[src/rtl/uart_tx_arb.sv]
// uart_tx_arb
// Shares one UART transmitter between NUM_SRC requesters at packet
// granularity. A source raises src_hold to claim the transmitter for a whole
// packet. While it owns the transmitter it sends words with one-cycle src_req
// pulses. Ownership is handed over only after the owner drops src_hold and the
// UART has gone idle. An owner that holds but sends nothing for MAX_IDLE
// cycles is released by force. It then stays locked out until its src_hold
// has been seen low.
//
// Ports
//   clk          system clock, rising edge
//   n_reset      synchronous active-low reset
//   src_hold     per source: wants / keeps ownership for a packet
//   src_data     per source word, source i at [i*WORD_SIZE +: WORD_SIZE]
//   src_req      per source one-cycle word transmit request
//   src_ready    per source: a word offered now will be accepted
//   grant        one-hot current owner, zero when none
//   uart_ready   UART transmitter idle
//   uart_data    registered word to the UART
//   uart_req     registered one-cycle transmit strobe to the UART
//   wdog_err     sticky: an owner was forcibly released
//   fsm_state    current arbiter state (SM_IDLE=0, SM_OWN=1, SM_DRAIN=2)
//
// Handshake: a word moves from source i to the UART when src_req[i] and
// src_ready[i] are both high on a rising edge. src_ready is only high for the
// owner while the UART is idle and no strobe is already in flight. A src_req
// without src_ready is dropped, not queued. The forwarded word appears on
// uart_data with uart_req high for exactly the following cycle.
module uart_tx_arb #(
   parameter int WORD_SIZE = 8,
   parameter int NUM_SRC   = 2,
   parameter int MAX_IDLE  = 1023
) (
   input  logic                          clk,
   input  logic                          n_reset,
   input  logic [NUM_SRC-1:0]            src_hold,
   input  logic [NUM_SRC*WORD_SIZE-1:0]  src_data,
   input  logic [NUM_SRC-1:0]            src_req,
   output logic [NUM_SRC-1:0]            src_ready,
   output logic [NUM_SRC-1:0]            grant,
   input  logic                          uart_ready,
   output logic [WORD_SIZE-1:0]          uart_data,
   output logic                          uart_req,
   output logic                          wdog_err,
   output logic [1:0]                    fsm_state
);

   localparam int IDX_W = $clog2(NUM_SRC);
   localparam int CNT_W = $clog2(MAX_IDLE + 1);
   localparam logic [CNT_W-1:0] CNT_MAX = CNT_W'(MAX_IDLE);
   localparam logic [IDX_W-1:0] LAST_IDX = IDX_W'(NUM_SRC - 1);

   typedef enum logic [1:0] {
      SM_IDLE  = 2'd0,
      SM_OWN   = 2'd1,
      SM_DRAIN = 2'd2
   } state_t;

   state_t               state, state_next;
   logic [IDX_W-1:0]     owner, owner_next;
   logic [IDX_W-1:0]     rr_ptr, rr_next;
   logic [CNT_W-1:0]     wdog_cnt, cnt_next;
   logic [NUM_SRC-1:0]   block, block_next, block_set;
   logic [NUM_SRC-1:0]   grant_next;
   logic                 req_next;
   logic [WORD_SIZE-1:0] data_next;
   logic                 err_next;

   logic [NUM_SRC-1:0]   eligible;
   logic                 pick_found;
   logic [IDX_W-1:0]     pick_idx;
   logic [IDX_W-1:0]     cand;
   logic                 accept;
   logic [WORD_SIZE-1:0] owner_data;
   logic [WORD_SIZE-1:0] src_word [NUM_SRC];

   genvar g;
   for (g = 0; g < NUM_SRC; g++) begin : g_word
      assign src_word[g] = src_data[g*WORD_SIZE +: WORD_SIZE];
   end

   assign owner_data = src_word[owner];
   assign src_ready  = grant & {NUM_SRC{uart_ready & ~uart_req}};
   assign accept     = (state == SM_OWN) && ((src_req & src_ready) != '0);
   assign fsm_state  = state;

   // A source released by the watchdog stays out until it lets go of hold.
   assign eligible = src_hold & ~block;

   // Round-robin pick: first eligible source at or after rr_ptr, wrapping.
   always_comb begin
      pick_found = 1'b0;
      pick_idx   = '0;
      cand       = '0;
      for (int k = 0; k < NUM_SRC; k++) begin
         cand = IDX_W'((int'(rr_ptr) + k) % NUM_SRC);
         if (!pick_found && eligible[cand]) begin
            pick_found = 1'b1;
            pick_idx   = cand;
         end
      end
   end

   always_comb begin
      state_next = state;
      owner_next = owner;
      rr_next    = rr_ptr;
      cnt_next   = wdog_cnt;
      grant_next = grant;
      req_next   = 1'b0;
      data_next  = uart_data;
      err_next   = wdog_err;
      block_set  = '0;

      case (state)
         SM_IDLE: begin
            if (pick_found) begin
               state_next           = SM_OWN;
               owner_next           = pick_idx;
               grant_next           = '0;
               grant_next[pick_idx] = 1'b1;
               cnt_next             = '0;
            end
         end

         SM_OWN: begin
            if (accept) begin
               req_next  = 1'b1;
               data_next = owner_data;
               cnt_next  = '0;
            end else if (wdog_cnt != CNT_MAX) begin
               cnt_next = wdog_cnt + 1'b1;
            end
            // A normal release takes priority. A word accepted in the
            // release cycle is still forwarded above.
            if (!src_hold[owner]) begin
               state_next = SM_DRAIN;
            end else if (!accept && (cnt_next == CNT_MAX)) begin
               state_next       = SM_DRAIN;
               err_next         = 1'b1;
               block_set[owner] = 1'b1;
            end
         end

         SM_DRAIN: begin
            // Hand over only once the last strobe is out and the UART is idle.
            if (!uart_req && uart_ready) begin
               state_next = SM_IDLE;
               grant_next = '0;
               rr_next    = (owner == LAST_IDX) ? '0 : owner + 1'b1;
            end
         end

         default: begin
            state_next = SM_IDLE;
            grant_next = '0;
         end
      endcase

      block_next = (block & src_hold) | block_set;
   end

   always_ff @(posedge clk) begin
      if (!n_reset) begin
         state     <= SM_IDLE;
         owner     <= '0;
         rr_ptr    <= '0;
         wdog_cnt  <= '0;
         block     <= '0;
         grant     <= '0;
         uart_req  <= 1'b0;
         uart_data <= '0;
         wdog_err  <= 1'b0;
      end else begin
         state     <= state_next;
         owner     <= owner_next;
         rr_ptr    <= rr_next;
         wdog_cnt  <= cnt_next;
         block     <= block_next;
         grant     <= grant_next;
         uart_req  <= req_next;
         uart_data <= data_next;
         wdog_err  <= err_next;
      end
   end

endmodule

[config.mk]
export PLATFORM = sky130hd
export DESIGN_NAME = uart_tx_arb
export DESIGN_NICKNAME = d
export VERILOG_FILES = /design/src/rtl/uart_tx_arb.sv
export SDC_FILE = /design/constraint.sdc
export NUM_CORES = 1
export LEC_CHECK = 0
export BUFFER_PORTS_ARGS = -buffer_cell sky130_fd_sc_hd__buf_4
export CAP_MARGIN = 20
export CORE_MARGIN = 1
export CORE_UTILIZATION = 45
export CTS_CLUSTER_DIAMETER = 120
export DETAILED_ROUTE_END_ITERATION = 8
export GPL_TIMING_DRIVEN = 1
export PLACE_DENSITY = 0.78
export SLEW_MARGIN = 25
export SYNTH_ARGS = -nofsm -noshare
export SYNTH_HDL_FRONTEND = slang
export SYNTH_SLANG_ARGS = --single-unit
[constraint.sdc]
create_clock -name clk -period 4.65 [get_ports clk]
set_input_delay 0.93 -clock clk [delete_from_list [all_inputs] [get_ports clk]]
set_output_delay 0.93 -clock clk [all_outputs]
set_load 0.005 [all_outputs]
==> impl_results.md, run 1 <==
- Status: finished clean
- Cell variety after synth: 44
- Worst vdd ir: 0.143 mV
- Layout cells sized above 1: 25.9%
- Largest net degree at the start of global routing: 32
- CP most frequent cell: or4_4
- Post-Synth Simple-Gate Area: 27.3%
- HPWL Detailed: 2460 um
- Worst Setup Path Type: input port to register
- Slew Limit Fails: 0
- Total power: 0.530 mW
- Final setup viols: 0
- Post-Syn Instances: 186
- Share of flip-flops with an asynchronous set or reset: 0%
- Worst-skew pair later-pin latency: 0.33 ns
- Synth Flop Type: dfxtp_1
- Hold Vio Cnt, Final: 0
- GRT Util Overall: 19.3%
- Hold WC Path Type: register to register
- H-tree depth: 1
- Diode count: 0
- Setup bufs post-CTS: 0
- Synthesized netlist net count: 210
- Total global routing overflow: 0
- Synth warn: 0
- Core area: 0.00336 mm2
- Worst slack at placement: 1.70 ns
- Worst-path clk slew: 0.15 ns
- Vias: 1499
- Synth Area in Adders: 0.790%
- Worst Skew: 0.00594 ns
- DR vias/cell: 5.72
- Crit path max fanout: 20
- Critical path's largest stage delay: 0.57 ns
- DRC viols: 0
- Fin nets: 241
- Hold_sp: wdog_err$_SDFFE_PN0P_
- Clock root buffer master: clkbuf_4
- DR iter-0 viols: 84
- Wire length per cell: 13.3 um
- Largest family of logic cells by synthesized area: simple AND/OR/NAND/NOR gates
- DIE AREA: 0.00376 mm2
- Number of CTS-inserted buffers: 3
- Antenna-violating nets left: 0
- Synthesized flop and latch total: 28
- Crit-path cells: buf_4 -> a22oi_1 -> nor3_4 -> or4_4 -> or4_4 -> o31ai_2
- Post-Route WL: 3480 um
- # Max-Cap Violations: 0
- Routability congestion estimate: 0.900
- Num ports: 39
- Synth Area in XOR/XNOR: 0.553%
- Max Root-Sink Buffers: 2
- Port Buf Inserts: 38
- Mapped Area: 0.00158 mm2
- Crit start category: input port
- CP max-delay cell: or4_4
- Synth Area in Compound Gates: 23.4%
- First-pass GRT wire length: 5570 um
- Mapped Avg Cell Area: 8.52 um2
- FP Rows: 21
- Die height: 61.3 um
- PwrDens: 278 mW/mm2
- Worst slew margin: 54.7%
- EDFF count, synth: 0
- CTS tree: done
- Post-synthesis sequential area ratio: 35.4%
- Drt pass-1 iters: 4
- Unrepaired setup endpoints after global routing: false
- Worst EP required: 4.91 ns
- Crit path capture type: register
- Lkg Pwr: 0.840 nW
- Die W: 61.3 um
- Reg-to-Reg Start: wdog_cnt[0]$_SDFFE_PN0P_
- Area grow syn2layout: 20.4%
- Hold Buf Count CTS: 0
- Fmax achieved: 0.385 GHz
- Final period utilization: 55.8%
- Clk sinks: 28
- Starting density of the core: 47.1%
- CP arrival: 2.85 ns
- Setup TNS: 0 ns
- Post-synthesis mux area share: 6.32%
- Period minus WS final: 2.59 ns
- CTS resizes: 0
- Vias in the first global route: 1254
- Worst Tran Pin Value: 0.677 ns
- Final setup margin: 2.06 ns
- CP Launch Point: src_req[1]
- Initial antenna violation count: 0
cell type report:
| type | count | area (um2) |
|---|---|---|
| fillers | 335 | 1460 |
| multi-input cells | 143 | 936 |
| clock inverters | 1 | 30.0 |
| inverters | 2 | 7.51 |
| repair buffers | 39 | 293 |
| clock buffers | 3 | 22.5 |
| flip-flops and latches | 28 | 561 |
| well taps | 46 | 57.6 |
worst paths after layout:
check,to,slack [ns],cells past startpoint
setup / recovery,block[0]$_SDFF_PN0_,2.06,6
hold / removal,wdog_err$_SDFFE_PN0P_,0.48,2
hold reg to reg,wdog_err$_SDFFE_PN0P_,0.48,2
setup reg to reg,block[0]$_SDFF_PN0_,2.39,5
Yosys cell counts (2+ instances only):
library cell / instances / area share, %
or4_4: 2 / 1.4
nand2b_1: 2 / 0.79
nor3_1: 3 / 0.95
a21oi_1: 4 / 1.3
and2_1: 6 / 2.4
clkbuf_1: 5 / 1.2
dfxtp_1: 28 / 35
o221a_2: 2 / 1.4
a41oi_1: 2 / 1.1
nand3_1: 8 / 2.5
a21boi_0: 6 / 2.8
o21bai_1: 2 / 0.95
buf_6: 3 / 2.1
o211a_1: 9 / 5.7
nand2_1: 24 / 5.7
nor4_1: 4 / 1.6
or2b_2: 2 / 1.1
a31oi_1: 4 / 1.6
nor2b_1: 4 / 1.6
mux2i_1: 10 / 6.3
nand4_1: 8 / 3.2
nor2_1: 11 / 2.6
inv_1: 2 / 0.47
o21ai_0: 13 / 4.1
buf_4: 3 / 1.4
kinds of logic (layout without fill, tap and decap cells):
| logic type | after synthesis | in the layout |
|---|---|---|
| XOR/XNOR | 1 | 1 |
| multiplexers | 10 | 10 |
| buffers and inverters | 15 | 45 |
| flip-flops | 28 | 28 |
| adder cells (fa/ha/maj) | 1 | 1 |
| AND/OR/NAND/NOR | 81 | 81 |
| AO/OA/AOI/OAI | 50 | 50 |
critical path: cells and delay by family:
kind	cells	cell delay, ns
buffers and inverters	1	0.11
AND/OR/NAND/NOR	3	1.25
AO/OA/AOI/OAI	2	0.55
state kept, by name, indices dropped and copies added, names as in the netlist:
register,count
block,2
fsm_state,2
rr_ptr,1
uart_data,8
grant,2
uart_req,1
wdog_cnt,10
wdog_err,1
owner,1
report_power, final:
group	total [mW]	leakage, nW	switching (mW)	internal (mW)
sequential	0.265	0.227	0.0151	0.250
clock	0.161	0.0279	0.0737	0.0872
combinational	0.104	0.585	0.0514	0.0527
total	0.530	0.840	0.140	0.390
cells in the final DEF (no fill, tap or decap), types with 2 or more instances in the layout:
master / instances
a21boi_0: 6
a21oi_1: 4
a31oi_1: 4
a41oi_1: 2
and2_1: 6
buf_4: 39
clkbuf_4: 3
dfxtp_1: 28
inv_1: 2
mux2i_1: 10
nand2_1: 24
nand2b_1: 2
nand3_1: 8
nand4_1: 8
nor2_1: 11
nor2b_1: 4
nor3_1: 2
nor4_1: 4
o211a_1: 9
o21ai_0: 13
o21bai_1: 2
o221a_2: 2
or2b_2: 2
or4_4: 2
per-layer routing:
metal	wire length, um	vias to the layer above	GRT usage, %
met5	0	-	0
met4	27	0	6.98
met3	197	4	3.15
met2	1600	64	28.7
met1	1650	686	28.2
li1	-	745	-
per-stage QoR:
stage / instances / hold WS [ns] / util (%) / instance area, um2
final: 262 / 0.478 / 56.7 / 1910
after global routing: 262 / 0.522 / 56.7 / 1910
after CTS: 262 / 0.483 / 56.5 / 1900
after detailed placement: 258 / 0.456 / 54.9 / 1850
after global placement: 258 / 0.447 / 54.9 / 1850
after floorplan: 186 / 0.444 / - / 1580
Note: power is estimated with default switching activity, not from simulation.
==> run 2, diff against run 1 <==
--- a/config.mk
+++ b/config.mk
@@ -12,7 +12,7 @@
 export CTS_CLUSTER_DIAMETER = 120
 export DETAILED_ROUTE_END_ITERATION = 8
 export GPL_TIMING_DRIVEN = 1
-export PLACE_DENSITY = 0.78
+export PLACE_DENSITY = 0.81
 export SLEW_MARGIN = 25
 export SYNTH_ARGS = -nofsm -noshare
 export SYNTH_HDL_FRONTEND = slang
==> constraint.sdc (replaced) <==
create_clock -name clk -period 2.1 [get_ports clk]
set_input_delay 0.42 -clock clk [delete_from_list [all_inputs] [get_ports clk]]
set_output_delay 0.42 -clock clk [all_outputs]
set_load 0.005 [all_outputs]
==> impl_results.md, run 2 (same netlist as run 1, synthesis figures left out) <==
- Setup bufs post-CTS: 0 (unchanged)
- DRC viols: 0 (unchanged)
- Largest register FFs: 10 (unchanged)
- CP arrival: 2.28 ns (-0.57 ns)
- FP Rows: 21 (unchanged)
- Vias: 1576 (+5.1%)
- Post-Route WL: 3610 um (+3.7%)
- Most frequent cells in the layout: buf_4 (60), dfxtp_1 (26), nand2_1 (24)
- Final setup viols: 0 (unchanged)
- DIE AREA: 0.00376 mm2 (unchanged)
- # Max-Cap Violations: 0 (unchanged)
- Worst Tran Pin Value: 0.289 ns (-0.388 ns)
- Wire length per cell: 12.8 um (-3.6%)
- Lkg Pwr: 0.928 nW (+11%)
- Initial antenna violation count: 0 (unchanged)
- Crit start category: register
- Diode count: 0 (unchanged)
- Total global routing overflow: 0 (unchanged)
- CP most frequent cell: or4_4
- Fmax achieved: 0.496 GHz
- Crit-path cells: and4_4 -> a21oi_2 -> or4_4 -> or4_4 -> o31ai_2
- Final instance area: 0.00204 mm2 (+6.9%)
- GRT Util Overall: 21.1% (+1.7 points)
- PwrDens: 523 mW/mm2 (+88%)
- Core area: 0.00336 mm2 (unchanged)
- Worst Skew: 0.00290 ns (-0.00304 ns)
- CTS tree: done
- Period minus WS final: 2.01 ns
- Drt pass-1 iters: 5 (+1)
- Num ports: 39 (unchanged)
- Max Root-Sink Buffers: 2 (unchanged)
- Unrepaired setup endpoints after global routing: false
- Worst vdd ir: 0.425 mV (+200%)
- Slew Limit Fails: 0 (unchanged)
- First-pass GRT wire length: 5840 um (+4.8%)
- Fin nets: 262 (+8.7%)
- Final std cells w/o fill: 282 (+7.6%)
- Routability congestion estimate: 0.903 (+0.36%)
- Worst slew margin: 80.6% (+26 points)
- Number of CTS-inserted buffers: 3 (unchanged)
- DR vias/cell: 5.59 (-2.3%)
- Worst Setup Path Type: register to register
- Fill count: 327 (-2.4%)
- DR iter-0 viols: 124 (+48%)
- Die W: 61.3 um (unchanged)
- Top Registers: wdog_cnt (10), uart_data (8)
- Worst-skew pair later-pin latency: 0.33 ns (about the same)
- Inst Count DP: 279 (+8.1%)
- DP Area: 0.00201 mm2 (+8.5%)
- Worst-path clk slew: 0.14 ns (about the same)
- Vias in the first global route: 1361 (+8.5%)
- Crit path max fanout: 4 (-80%)
- Worst EP required: 2.36 ns (-2.55 ns)
- Total power: 1.07 mW (+100%)
- Antenna-violating nets left: 0 (unchanged)
- Clk sinks: 28 (unchanged)
- Final period utilization: 95.9%
- HPWL Detailed: 2780 um (+13%)
- CTS resizes: 0 (unchanged)
- Hold WC Path Type: input port to register
- Largest net degree at the start of global routing: 32 (unchanged)
- Hold Vio Cnt, Final: 0 (unchanged)
- Crit path capture type: register
- Starting density of the core: 47.1% (unchanged)
- Commonest non-fill, non-tap cell in the layout: buf_4
- Status: finished clean
- Clock root buffer master: clkbuf_4
- Port Buf Inserts: 38 (unchanged)
- Layout cells sized above 1: 33.9% (+8.0 points)
- H-tree depth: 1 (unchanged)
- Area grow syn2layout: 28.7%
- Final core utilization: 60.6% (+3.9 points)
- Most flop-heavy register: wdog_cnt
- Critical path's largest stage delay: 0.53 ns (-0.04 ns)
- Hold Buf Count CTS: 0 (unchanged)
- Die height: 61.3 um (unchanged)
- CP max-delay cell: or4_4
## run 2: cell types whose count changed in the layout (fill, tap and decap cells not counted)
cell and change:
buf_4 +21, dfxtp_1 -2, dfxtp_2 +2, a22oi_1 -1, a22oi_2 +1, bufinv_16 -1
ha_1 -1, ha_2 +1, nor3_2 +1, nor3_4 -1
## run 2: layout make-up
type                       count  area (um2)  area share, %
clock buffer                   3        22.5           1.10
multi-input combinational    143         937           46.0
inverter                       2        7.51          0.368
timing repair buffer          60         450           22.1
tap                           46        57.6           2.82
sequential                    28         563           27.6
## run 2: power by group
group          internal, mW  switching [mW]
registers             0.554          0.0144
logic                 0.141           0.133
clock network        0.0675           0.156
## run 2: through the flow
step           hold WS (ns)  setup TNS [ns]  worst slack [ns]
6_report              0.337               0            0.0855
4_1_cts               0.330               0            0.0477
3_3_place_gp          0.457          -0.256            -0.121
5_1_grt               0.358               0            0.0114
2_1_floorplan         0.444               0            0.0381
3_5_place_dp          0.483          -0.425            -0.150
## run 2: final timing paths
path | startpoint | endpoint | slack [ns] | depth (start not counted)
max | wdog_cnt[8]$_SDFFE_PN0P_ | block[0]$_SDFF_PN0_ | 0.09 | 5
min reg2reg | wdog_err$_SDFFE_PN0P_ | wdog_err$_SDFFE_PN0P_ | 0.49 | 2
min | src_hold[0] | block[0]$_SDFF_PN0_ | 0.34 | 3
max reg2reg | wdog_cnt[8]$_SDFFE_PN0P_ | block[0]$_SDFF_PN0_ | 0.09 | 5
## run 2: routing by layer
metal | vias to the layer above | part of all wire, % | routed length (um) | GRT usage (%)
li1 | 788 | - | - | -
met1 | 713 | 45 | 1620 | 27.5
met2 | 70 | 46 | 1660 | 34.3
met3 | 5 | 7.8 | 280 | 2.31
met4 | 0 | 1.2 | 43 | 11.1
met5 | - | 0 | 0 | 0
## run 2: worst max-delay path, delay by kind of cell (launching register included)
family	cells	cell delay, ns
and+or+nand+nor	3	1.28
AOI/OAI and AO/OA	2	0.29
DFF	1	0.38
==> run 3, diff against run 2 <==
--- a/config.mk
+++ b/config.mk
@@ -9,6 +9,7 @@
 export CAP_MARGIN = 20
 export CORE_MARGIN = 1
 export CORE_UTILIZATION = 45
+export CTS_BUF_LIST = sky130_fd_sc_hd__clkbuf_2
 export CTS_CLUSTER_DIAMETER = 120
 export DETAILED_ROUTE_END_ITERATION = 8
 export GPL_TIMING_DRIVEN = 1
==> impl_results.md, run 3 (same netlist as run 1, synthesis figures left out) <==
- Critical path's largest stage delay: 0.53 ns (about the same)
- First-pass GRT wire length: 5820 um (-0.36%)
- Crit-path cells: ha_2 -> nand4_1 -> a21oi_2 -> or4_4 -> or4_4 -> o31ai_2
- Worst Skew: 0.00155 ns (-0.00134 ns)
- Initial antenna violation count: 0 (unchanged)
- Area grow syn2layout: 28.4%
- Met3 usage: 2.31% (unchanged)
- Worst vdd ir: 0.342 mV (-19%)
- Most flop-heavy register: wdog_cnt
- HPWL Detailed: 2780 um (unchanged)
- Unrepaired setup endpoints after global routing: false
- Top Registers: wdog_cnt (10), uart_data (8)
- Num ports: 39 (unchanged)
- Wire length per cell: 12.9 um (+0.78%)
- CP most frequent cell: or4_4
- Die height: 61.3 um (unchanged)
- Period minus WS final: 2.01 ns (-0.000284 ns)
- Port Buf Inserts: 38 (unchanged)
- Routing usage on met1: 27.1% (-0.39 points)
- R2r setup slk: 0.09 ns (about the same)
- Final period utilization: 95.9% (about the same)
- Diode count: 0 (unchanged)
- M2 GR Usage: 34.5% (+0.16 points)
- Fin nets: 262 (unchanged)
- Lkg Pwr: 0.928 nW (about the same)
- Post-Route WL: 3630 um (+0.78%)
- GRT Max-Usage Layer: met2
- Vias in the first global route: 1357 (-0.29%)
- Hold Buf Count CTS: 0 (unchanged)
- Final setup viols: 0 (unchanged)
- Fill count: 325 (-0.61%)
- Setup TNS: 0 ns (unchanged)
- Worst slew margin: 80.3% (-0.24 points)
- Clk sinks: 28 (unchanged)
- DIE AREA: 0.00376 mm2 (unchanged)
- Status: finished clean
- R2r endpoint: block[0]$_SDFF_PN0_
- Antenna-violating nets left: 0 (unchanged)
- Worst EP required: 2.40 ns (+0.04 ns)
- Hold Vio Cnt, Final: 0 (unchanged)
- PwrDens: 509 mW/mm2 (-2.6%)
- Crit path capture type: register
- Largest register FFs: 10 (unchanged)
- Final std cells w/o fill: 282 (unchanged)
- Hold WC Path Type: input port to register
- Routability congestion estimate: 0.903 (unchanged)
- Fmax achieved: 0.496 GHz (about the same)
- Worst Tran Pin Value: 0.292 ns (+0.00314 ns)
- Slew Limit Fails: 0 (unchanged)
- # Max-Cap Violations: 0 (unchanged)
- Worst-skew pair later-pin latency: 0.35 ns (+0.02 ns)
- Hold_sp: src_hold[0]
- GRT Util Overall: 20.8% (-0.22 points)
- Most frequent cells in the layout: buf_4 (60), nand2_1 (24), dfxtp_1 (23)
- CP arrival: 2.31 ns (+0.03 ns)
- Core area: 0.00336 mm2 (unchanged)
- CP max-delay cell: or4_4
- Inst Count DP: 279 (unchanged)
- Worst-path clk slew: 0.25 ns (+0.11 ns)
- Total global routing overflow: 0 (unchanged)
- FP Rows: 21 (unchanged)
- Drt pass-1 iters: 4 (-1)
- Commonest non-fill, non-tap cell in the layout: buf_4
- Crit start category: register
- Worst Setup Path Type: register to register
- Crit path max fanout: 4 (unchanged)
- Min-Delay Endpoint: block[0]$_SDFF_PN0_
- DR iter-0 viols: 108 (-13%)
- Total power: 1.04 mW (-2.7%)
- Max Root-Sink Buffers: 2 (unchanged)
- Reg-to-Reg Start: wdog_cnt[0]$_SDFFE_PN0P_
- CTS tree: done
- Reg2reg path depth: 6 (+1)
- Hold path cells: 3 (unchanged)
- DRC viols: 0 (unchanged)
- Vias: 1573 (-0.19%)
- Clock root buffer master: clkbuf_2
- Starting density of the core: 47.1% (unchanged)
- Die W: 61.3 um (unchanged)
- Number of CTS-inserted buffers: 3 (unchanged)
- H-tree depth: 1 (unchanged)
- DR vias/cell: 5.58 (-0.19%)
- Layout cells sized above 1: 35.2% (+1.3 points)
- Largest net degree at the start of global routing: 32 (unchanged)
-- run 3: power breakdown --
| group | switching (mW) | total [mW] | leakage, nW | internal, mW |
|---|---|---|---|---|
| clock network | 0.152 | 0.191 | 0.0125 | 0.0388 |
| registers | 0.0146 | 0.570 | 0.229 | 0.556 |
| logic | 0.134 | 0.275 | 0.686 | 0.141 |
| total | 0.301 | 1.04 | 0.928 | 0.735 |
-- run 3: worst max path at each step --
stage                                        start             endpoint  slack [ns]  cells after the start
after floorplan           wdog_cnt[0]$_SDFFE_PN0P_  block[0]$_SDFF_PN0_        0.04                      7
after global placement                  src_req[1]  block[0]$_SDFF_PN0_       -0.12                      6
after detailed placement                src_req[1]  block[0]$_SDFF_PN0_       -0.15                      6
after CTS                 wdog_cnt[3]$_SDFFE_PN0P_  block[0]$_SDFF_PN0_        0.02                      4
after global routing      wdog_cnt[6]$_SDFFE_PN0P_  block[0]$_SDFF_PN0_        0.01                      5
final                     wdog_cnt[0]$_SDFFE_PN0P_  block[0]$_SDFF_PN0_        0.09                      6
-- run 3: stage by stage --
step	area [um2]	hold WS (ns)	utilization, %	worst slack [ns]
2_1_floorplan	1580	0.444	-	0.0381
3_3_place_gp	2010	0.457	59.6	-0.121
3_5_place_dp	2010	0.483	59.6	-0.150
4_1_cts	2020	0.285	60.1	0.0248
5_1_grt	2030	0.315	60.5	0.0101
6_report	2030	0.307	60.5	0.0858
-- run 3: critical path: cells and delay by family (launching register included) --
kind / cells / cell delay (ns)
AOI/OAI and AO/OA: 2 / 0.27
and+or+nand+nor: 3 / 1.11
adders and majority gates: 1 / 0.20
DFF: 1 / 0.38
-- run 3: layout make-up --
| type | instances | area [um2] | area share, % |
|---|---|---|---|
| Clock buffer | 3 | 15.0 | 0.738 |
| Inverter | 2 | 7.51 | 0.369 |
| Multi-Input combinational cell | 143 | 937 | 46.1 |
| Sequential cell | 28 | 567 | 27.9 |
| Tap cell | 46 | 57.6 | 2.83 |
| Timing Repair Buffer | 60 | 450 | 22.1 |
-- run 3: what timing repair did --
item	CTS	global route
gates resized for setup	0	7
hold endpoints to repair	0	0
setup buffers	0	0
endpoints found under the setup margin	0	2
-- run 3: per-layer routing --
layer | part of all wire (%) | vias up
met2 | 46 | 68
met1 | 47 | 711
met4 | 2.2 | 0
met5 | 0 | -
li1 | - | 786
met3 | 5.2 | 8
